$ cat src/rtl/riot_pkg.sv
// riot_pkg: bus-master FSM states, RIOT register address map and a timer-write address helper
package riot_pkg;
  typedef enum logic [1:0] {IDLE, ACCESS, CAPTURE, RESP} state_t;
  localparam logic [6:0] DRA = 7'h00;
  localparam logic [6:0] DDRA = 7'h01;
  localparam logic [6:0] DRB = 7'h02;
  localparam logic [6:0] DDRB = 7'h03;
  localparam logic [6:0] TIMER_WR = 7'h14;
  localparam logic [6:0] TIMER_IRQ_EN = 7'h08;
  localparam logic [6:0] TIMER_RD = 7'h04;
  localparam logic [6:0] IRQ_FLAG = 7'h05;
  localparam logic [6:0] EDGE_LO = 7'h04;
  localparam logic [6:0] EDGE_HI = 7'h07;
  function automatic logic [6:0] timer_wr_addr(input logic [1:0] prescale, input logic irq_en);
    return TIMER_WR + {5'd0, prescale} + (irq_en ? TIMER_IRQ_EN : 7'h00);
  endfunction
endpackage

$ cat src/rtl/riot_sync2.sv
// riot_sync2: two-flop synchronizer (CLK, RES_n async low, d async in, q synced out; both flops reset to rst_val)
module riot_sync2 #(
  parameter logic rst_val = 1'b1
) (
  input  logic CLK,
  input  logic RES_n,
  input  logic d,
  output logic q
);
  logic meta;
  always_ff @(posedge CLK or negedge RES_n)
    if (!RES_n) {q, meta} <= {2{rst_val}};
    else {q, meta} <= {meta, d};
endmodule

$ cat src/rtl/riot_bus_master.sv
// riot_bus_master: host cmd/rsp handshakes to a one-cycle RIOT chip-select bus (A/Din/Dout/CS/CS_n/R_W_n/RS_n) plus synced IRQ_n -> irq
module riot_bus_master
  import riot_pkg::*;
(
  input  logic       CLK,
  input  logic       RES_n,
  input  logic       cmd_valid,
  output logic       cmd_ready,
  input  logic       cmd_read,
  input  logic       cmd_ram,
  input  logic [6:0] cmd_addr,
  input  logic [7:0] cmd_wdata,
  output logic       rsp_valid,
  input  logic       rsp_ready,
  output logic [7:0] rsp_data,
  output logic [6:0] A,
  output logic [7:0] Din,
  input  logic [7:0] Dout,
  output logic       CS,
  output logic       CS_n,
  output logic       R_W_n,
  output logic       RS_n,
  input  logic       IRQ_n,
  output logic       irq
);
  state_t state_q, state_d;
  logic run, accept, irq_n_sync;
  assign cmd_ready = run && state_q == IDLE;
  assign accept = cmd_valid && cmd_ready;
  assign CS_n = ~CS;
  assign irq = ~irq_n_sync;
  always_comb begin
    state_d = state_q;
    state_d = state_q == IDLE    ? (accept ? ACCESS : IDLE) :
              state_q == ACCESS  ? (R_W_n ? CAPTURE : IDLE) :
              state_q == CAPTURE ? RESP :
                                   (rsp_ready ? IDLE : RESP);
  end
  always_ff @(posedge CLK or negedge RES_n)
    if (!RES_n) state_q <= IDLE;
    else state_q <= state_d;
  always_ff @(posedge CLK or negedge RES_n)
    if (!RES_n) begin
      run <= 1'b0;
      A <= '0;
      Din <= '0;
      R_W_n <= 1'b1;
      RS_n <= 1'b1;
      CS <= 1'b0;
      rsp_valid <= 1'b0;
      rsp_data <= '0;
    end else begin
      run <= 1'b1;
      if (accept) begin
        A <= cmd_addr;
        Din <= cmd_wdata;
        R_W_n <= cmd_read;
        RS_n <= ~cmd_ram;
        CS <= 1'b1;
      end else if (state_q == ACCESS) CS <= 1'b0;
      if (state_q == CAPTURE) begin
        rsp_data <= Dout;
        rsp_valid <= 1'b1;
      end else if (state_q == RESP && rsp_ready) rsp_valid <= 1'b0;
    end
  riot_sync2 #(.rst_val(1'b1)) u_irq_sync (.CLK(CLK), .RES_n(RES_n), .d(IRQ_n), .q(irq_n_sync));
endmodule

$ cat config.mk
export PLATFORM = sky130hd
export DESIGN_NAME = riot_bus_master
export DESIGN_NICKNAME = d
export VERILOG_FILES = /design/src/rtl/riot_pkg.sv /design/src/rtl/riot_sync2.sv /design/src/rtl/riot_bus_master.sv
export SDC_FILE = /design/constraint.sdc
export NUM_CORES = 1
export LEC_CHECK = 0
export BUFFER_PORTS_ARGS = -buffer_cell sky130_fd_sc_hd__buf_2
export CAP_MARGIN = 10
export CORE_ASPECT_RATIO = 0.7
export CORE_MARGIN = 2
export CORE_UTILIZATION = 40
export DETAILED_ROUTE_END_ITERATION = 16
export PLACE_DENSITY = 0.71
export SYNTH_ARGS = -nofsm -noshare
export SYNTH_HDL_FRONTEND = slang
export SYNTH_SLANG_ARGS = --single-unit
$ cat constraint.sdc
create_clock -name CLK -period 1.9 [get_ports CLK]
set_input_delay 0.38 -clock CLK [delete_from_list [all_inputs] [get_ports CLK]]
set_output_delay 0.38 -clock CLK [all_outputs]
set_load 0.005 [all_outputs]
After elaboration in Yosys (flattened, before gate mapping)

Cells that the tools add are included.

Flip-flop bits (word level): 32
Input bits: 30
Word-level logic and storage cells: 33

Equality and inequality tests: 3
Mux-type cells: 10
Bitwise operators: 3
Reduce and logical (&&, ||, !) cells: 6

Operator list:

| operator           | number |
|---|---|
| $mux 2             | 5 |
| $mux 1             | 5 |
| $eq 2x2->1 const B | 2 |
| $reduce_bool 2->1  | 2 |
| $logic_and 1x1->1  | 3 |
| $not 1->1          | 3 |
| $eq 2x1->1 const B | 1 |
| $logic_not 2->1    | 1 |

Logic depth before layout (Yosys ltp)

Word-level depth: 5
Gate-level depth with buffers: 4

Hierarchy

A second synthesis with hierarchy kept.

Cell total of the unflattened synthesis: 77
Area total of the unflattened synthesis: 1248.7 um2

By module, submodules not included:

| module          | instances | cells an instance | area an instance (um2) | sequential area each (um2) |
|---|---|---|---|---|
| riot_bus_master | 1         | 75                | 1196.1                 | 753.2 |
| riot_sync2      | 1         | 2                 | 52.6                   | 52.6 |

Worst setup path after synthesis

Ideal clock, no wire load.

Kind: register to register
Start: register state_q[1]
End: register A[4]
Arrival time: 1.299 ns
Required time: 1.775 ns
Setup slack: 0.476 ns
Cell stages (with the launch flop): 5
Path buffers: 2
Period minus slack after synthesis: 1.424 ns
Cell sequence: dfrtp_1 -> nor4bb_1 -> buf_4 -> buf_12 -> mux2_4

Cells in the longest elaborated chain, start to end: 3

Ends and longest elaborated chain:

| element                | line                  | source |
|---|---|---|
| start, declared        | riot_bus_master.sv:26 | `state_t state_q, state_d;` |
| start signal, assigned | riot_bus_master.sv:41 | `else state_q <= state_d;` |
| $logic_not 2->1        | riot_bus_master.sv:28 | `assign cmd_ready = run && state_q == IDLE;` |
| $logic_and 1x1->1      | riot_bus_master.sv:28 |  |
| $logic_and 1x1->1      | riot_bus_master.sv:29 | `assign accept = cmd_valid && cmd_ready;` |
| end signal, assigned   | riot_bus_master.sv:55 | `A <= cmd_addr;` |
| end, declared          | riot_bus_master.sv:16 | `output logic [6:0] A,` |

Every way passes these cells.
A chain may end at the register's enable or synchronous reset.

Worst setup path after layout

Start: register state_q[1]
End: register Din[6]

Cells in the longest elaborated chain, start to end: 3

Ends and longest elaborated chain:

| element              | line                  | source |
|---|---|---|
| $logic_not 2->1      | riot_bus_master.sv:28 |  |
| $logic_and 1x1->1    | riot_bus_master.sv:28 |  |
| $logic_and 1x1->1    | riot_bus_master.sv:29 |  |
| end signal, assigned | riot_bus_master.sv:56 | `Din <= cmd_wdata;` |
| end, declared        | riot_bus_master.sv:17 | `output logic [7:0] Din,` |

Every way passes these cells.

==> results <==
- The period utilization is 81.51%.
- The maximum fanout encountered on the critical timing path is 17.
- The total placed cells including tap cells is 170.
- Yosys mapped the design onto 19 distinct sky130hd cell types.
- The die covers 3585 µm².
- For this block, the via count after detailed routing is 809.
- The tightest hold margin is 140.5 ps.
- Buffers added to address setup during post-CTS repair amount to 0.
- In this run the cell area of the synthesized design comes to 1246 µm².
- The biggest area contributor in the post-synthesis netlist is dfrtp_1.
- Detailed placement finished with a half-perimeter wire length of 1782 µm.
- The number of nets in the final layout is 171.
- The number of synthesized register bits is 32.
- The number of failing hold endpoints at the final stage is 0.
- The routability-driven placement congestion ratio is 0.7189.
- The worst path in the final design needs a cycle of 1549 ps, including I/O delays and setup.
- After synthesis, the mean cell area works out to 16.40 µm².
- At the pin with the least slew margin, the transition time is 684.3 ps.
- The site row count is 16.
- The source-to-sink clock delay at the later pin of the worst-skew pair is 280 ps.
- The fraction of final layout cells sized beyond drive strength 1 is 69.01%.
- The maximum clock insertion buffer count is 2.
- The maximum clock skew at final layout is 6.774 ps.
- The sort of element at the start of the critical path is a flop.
- Internal power comes to 0.002090 W.
- For this design the ratio of total power to cell area is 1674 nW/µm².
- The run finished with clean final reports.
- The number of cell instances on the worst register-to-register path is 3.
- In this run the register-to-register setup slack is 350 ps.
- The buffer type at the clock tree root is clkbuf_8.
- The first-pass iteration count of the detailed router is 4.
- The max-slew violation count was 0.
- The count of hold buffers inserted by post-cts repair is 0.
- In this run the power spent charging and discharging nets is 0.0007737 W.
- Global routing finished with a remaining overflow of 0.
- TritonCTS built the clock tree.
- The area growth from synthesis to layout is 37.25%.
- Global routing used 15.26% of the available tracks.
- The count of H-tree levels built during CTS is 2.
- The number of setup violations in the final report is 0.
- After detailed routing, the total wire length is 2394 µm.
- The area taken by flip-flops and latches is 805.8 µm².
- During synthesis, Yosys emitted a total of 0 warnings.
- The library cell used most frequently in the layout, excluding fill and tap cells, is buf_2.
- For this run, design rule violations remaining after detail routing come to 0.
- The maximum number of pins on one net before global-route repair is 33.
- The library cells used most frequently in the layout, excluding fill and tap cells, are 59 x buf_2, 28 x dfrtp_1, 15 x mux2_2.
- The worst reg2reg path startpoint is state_q[1].
- Setup repair after global routing left no endpoint under its margin.
- The leakage power is 0.8608 nW.
- The detail route stage leaves a number of antenna-violating nets equal to 0.
- The number of nets handed over by synthesis was 106.
- The area used by multi-input combinational logic is 411.6 µm².
- The number of top-level pins is 60.
- The worst vdd rail ir drop is 0.8684 mV.
- The wire length of the first global-routing pass is 3946 µm.
- The number of antenna violations at the first check in global routing is 0.
- The endpoint required time on the critical path is 2070 ps.
- The share of total power dissipated in sequential elements is 42.5%.
- The tightest min-delay check is of the input pin to async pin type.
- The average wire per cell in the routed design is 13.45 µm.
- In this run, post-CTS repair resized a total of 0 instances.
- The capturing point of the worst reg2reg path is Din[6].
- The total number of clock tree sinks is 32.
- The number of max-capacitance violations reported is 0.
- The initial utilization of the core area, before any placement, comes to 43.23%.
- TritonCTS created 5 clock buffers.
- The share of the synthesized area in the top cell type is 56.22%.
- By area the synthesized netlist is led by dfrtp_1 56%, mux2_2 14%, mux2_4 11%, dfstp_2 8.4%, buf_12 1.6%.
- The share of total power in combinational logic is 33.3%.
- Of the total power, the clock network draws 24.2%.
- The floorplan step set the die width to 70.72 µm.
- The clock slew seen by the registers of the worst setup and hold paths is 70 ps.
- The via count of the first global-routing pass came to 827.
- The final setup TNS is 0 ps.
- The iteration-0 DRC count of the detailed router is 24.
- Data arrives at the worst endpoint at 1710 ps.
- Fill cells in the final layout number 244.
- Static timing analysis puts the maximum clock frequency at 0.6457 GHz.
- In this run the tightest slew margin relative to its limit is 54.38%.
- The die span in y is 50.70 µm.
- The count of cells in the finished layout, fillers not included, comes to 178.
- The fraction of power spent switching nets is 27.02%.
- Synthesis produced 76 cells.
- The kind of end point of the critical path is a flop.
- The number of antenna cells inserted is 0.
- The sequential element share of the synthesized area is 64.66%.
- The number of input and output port buffers inserted is 59.
- The setup path with the least slack is of type flop to flop.
- In the routed layout, each cell is associated on average with a via count of 4.545.
- The area of the core is 2883 µm².
==> how the worst max path moves through the flow <==
stage | startpoint | endpoint | slack, ps | depth (start not counted)
after CTS | state_q[0] | Din[6] | 340 | 3
after global routing | state_q[1] | Din[6] | 260 | 3
after floorplan | state_q[1] | A[4] | 480 | 4
final | state_q[1] | Din[6] | 350 | 3
after global placement | state_q[1] | A[1] | 400 | 3
after detailed placement | state_q[0] | Din[6] | 350 | 3
==> power groups by stage <==
| stage | Combinational (W) | Sequential (W) | Clock, W |
|---|---|---|---|
| 2_1_floorplan | 0.000515 | 0.00123 | 0 |
| 3_3_place_gp | 0.000943 | 0.00121 | 0 |
| 3_5_place_dp | 0.000978 | 0.00122 | 0 |
| 4_1_cts | 0.000977 | 0.00122 | 0.000715 |
| 5_1_grt | 0.00104 | 0.00126 | 0.000756 |
| 6_report | 0.000953 | 0.00122 | 0.000693 |
==> registers in the layout, indices dropped and copies added, names as in the netlist <==
signal and cells:
Din 8, rsp_data 8, u_irq_sync.meta 1, run 1, RS_n 1, rsp_valid 1, CS 1, state_q 2
R_W_n 1, u_irq_sync.q 1, A 7
==> through the flow <==
stage	worst slack [ps]	total power [W]	util (%)	cell area, µm²
after CTS	342.1	0.002916	59.33	1710
after floorplan	476.0	0.001742	-	1246
after detailed placement	349.1	0.002202	54.95	1584
after global routing	255.3	0.003060	59.33	1710
final	351.3	0.002864	59.33	1710
after global placement	396.3	0.002149	54.95	1584
==> kinds of logic (layout without fill, tap and decap cells) <==
family	count (synthesis)	count (layout)	synth area share [%]
other cells	1	1	0.3009
flops	32	32	64.66
compound gates	4	4	2.410
buf+inv	6	72	3.514
mux	25	25	25.20
simple gates	8	8	3.916
==> metal layers <==
| layer | GRT usage [%] | part of all wire, % | vias up |
|---|---|---|---|
| met2 | 23.36 | 45 | 45 |
| met3 | 8.434 | 12 | 2 |
| met1 | 17.36 | 42 | 374 |
| met4 | 7.547 | 1.0 | 0 |
| met5 | 0 | 0 | - |
| li1 | - | - | 388 |
==> layout make-up <==
class | instances | share of cell area, %
Sequential cell | 32 | 47.11
Multi-Input combinational cell | 38 | 24.07
Timing Repair Buffer | 61 | 18.14
Clock buffer | 7 | 5.633
Tap cell | 36 | 2.634
Clock inverter | 1 | 1.756
Inverter | 3 | 0.6584
==> Yosys cell counts <==
cell type / instances
dfrtp_1: 28
mux2_2: 15
mux2_4: 9
dfstp_2: 4
inv_1: 3
nand2_1: 3
nor2b_1: 2
a21o_1: 1
a21oi_1: 1
a22o_1: 1
buf_12: 1
buf_2: 1
buf_4: 1
conb_1: 1
mux2i_1: 1
nand3b_1: 1
nor3b_1: 1
nor4bb_1: 1
o2bb2ai_1: 1
==> critical path, cell delays in order (launching register included) <==
cell      delay [ps]
dfrtp_1          470
nor4bb_4         280
buf_4            310
mux2_2           370
Power figures use the tool's default switching activity.
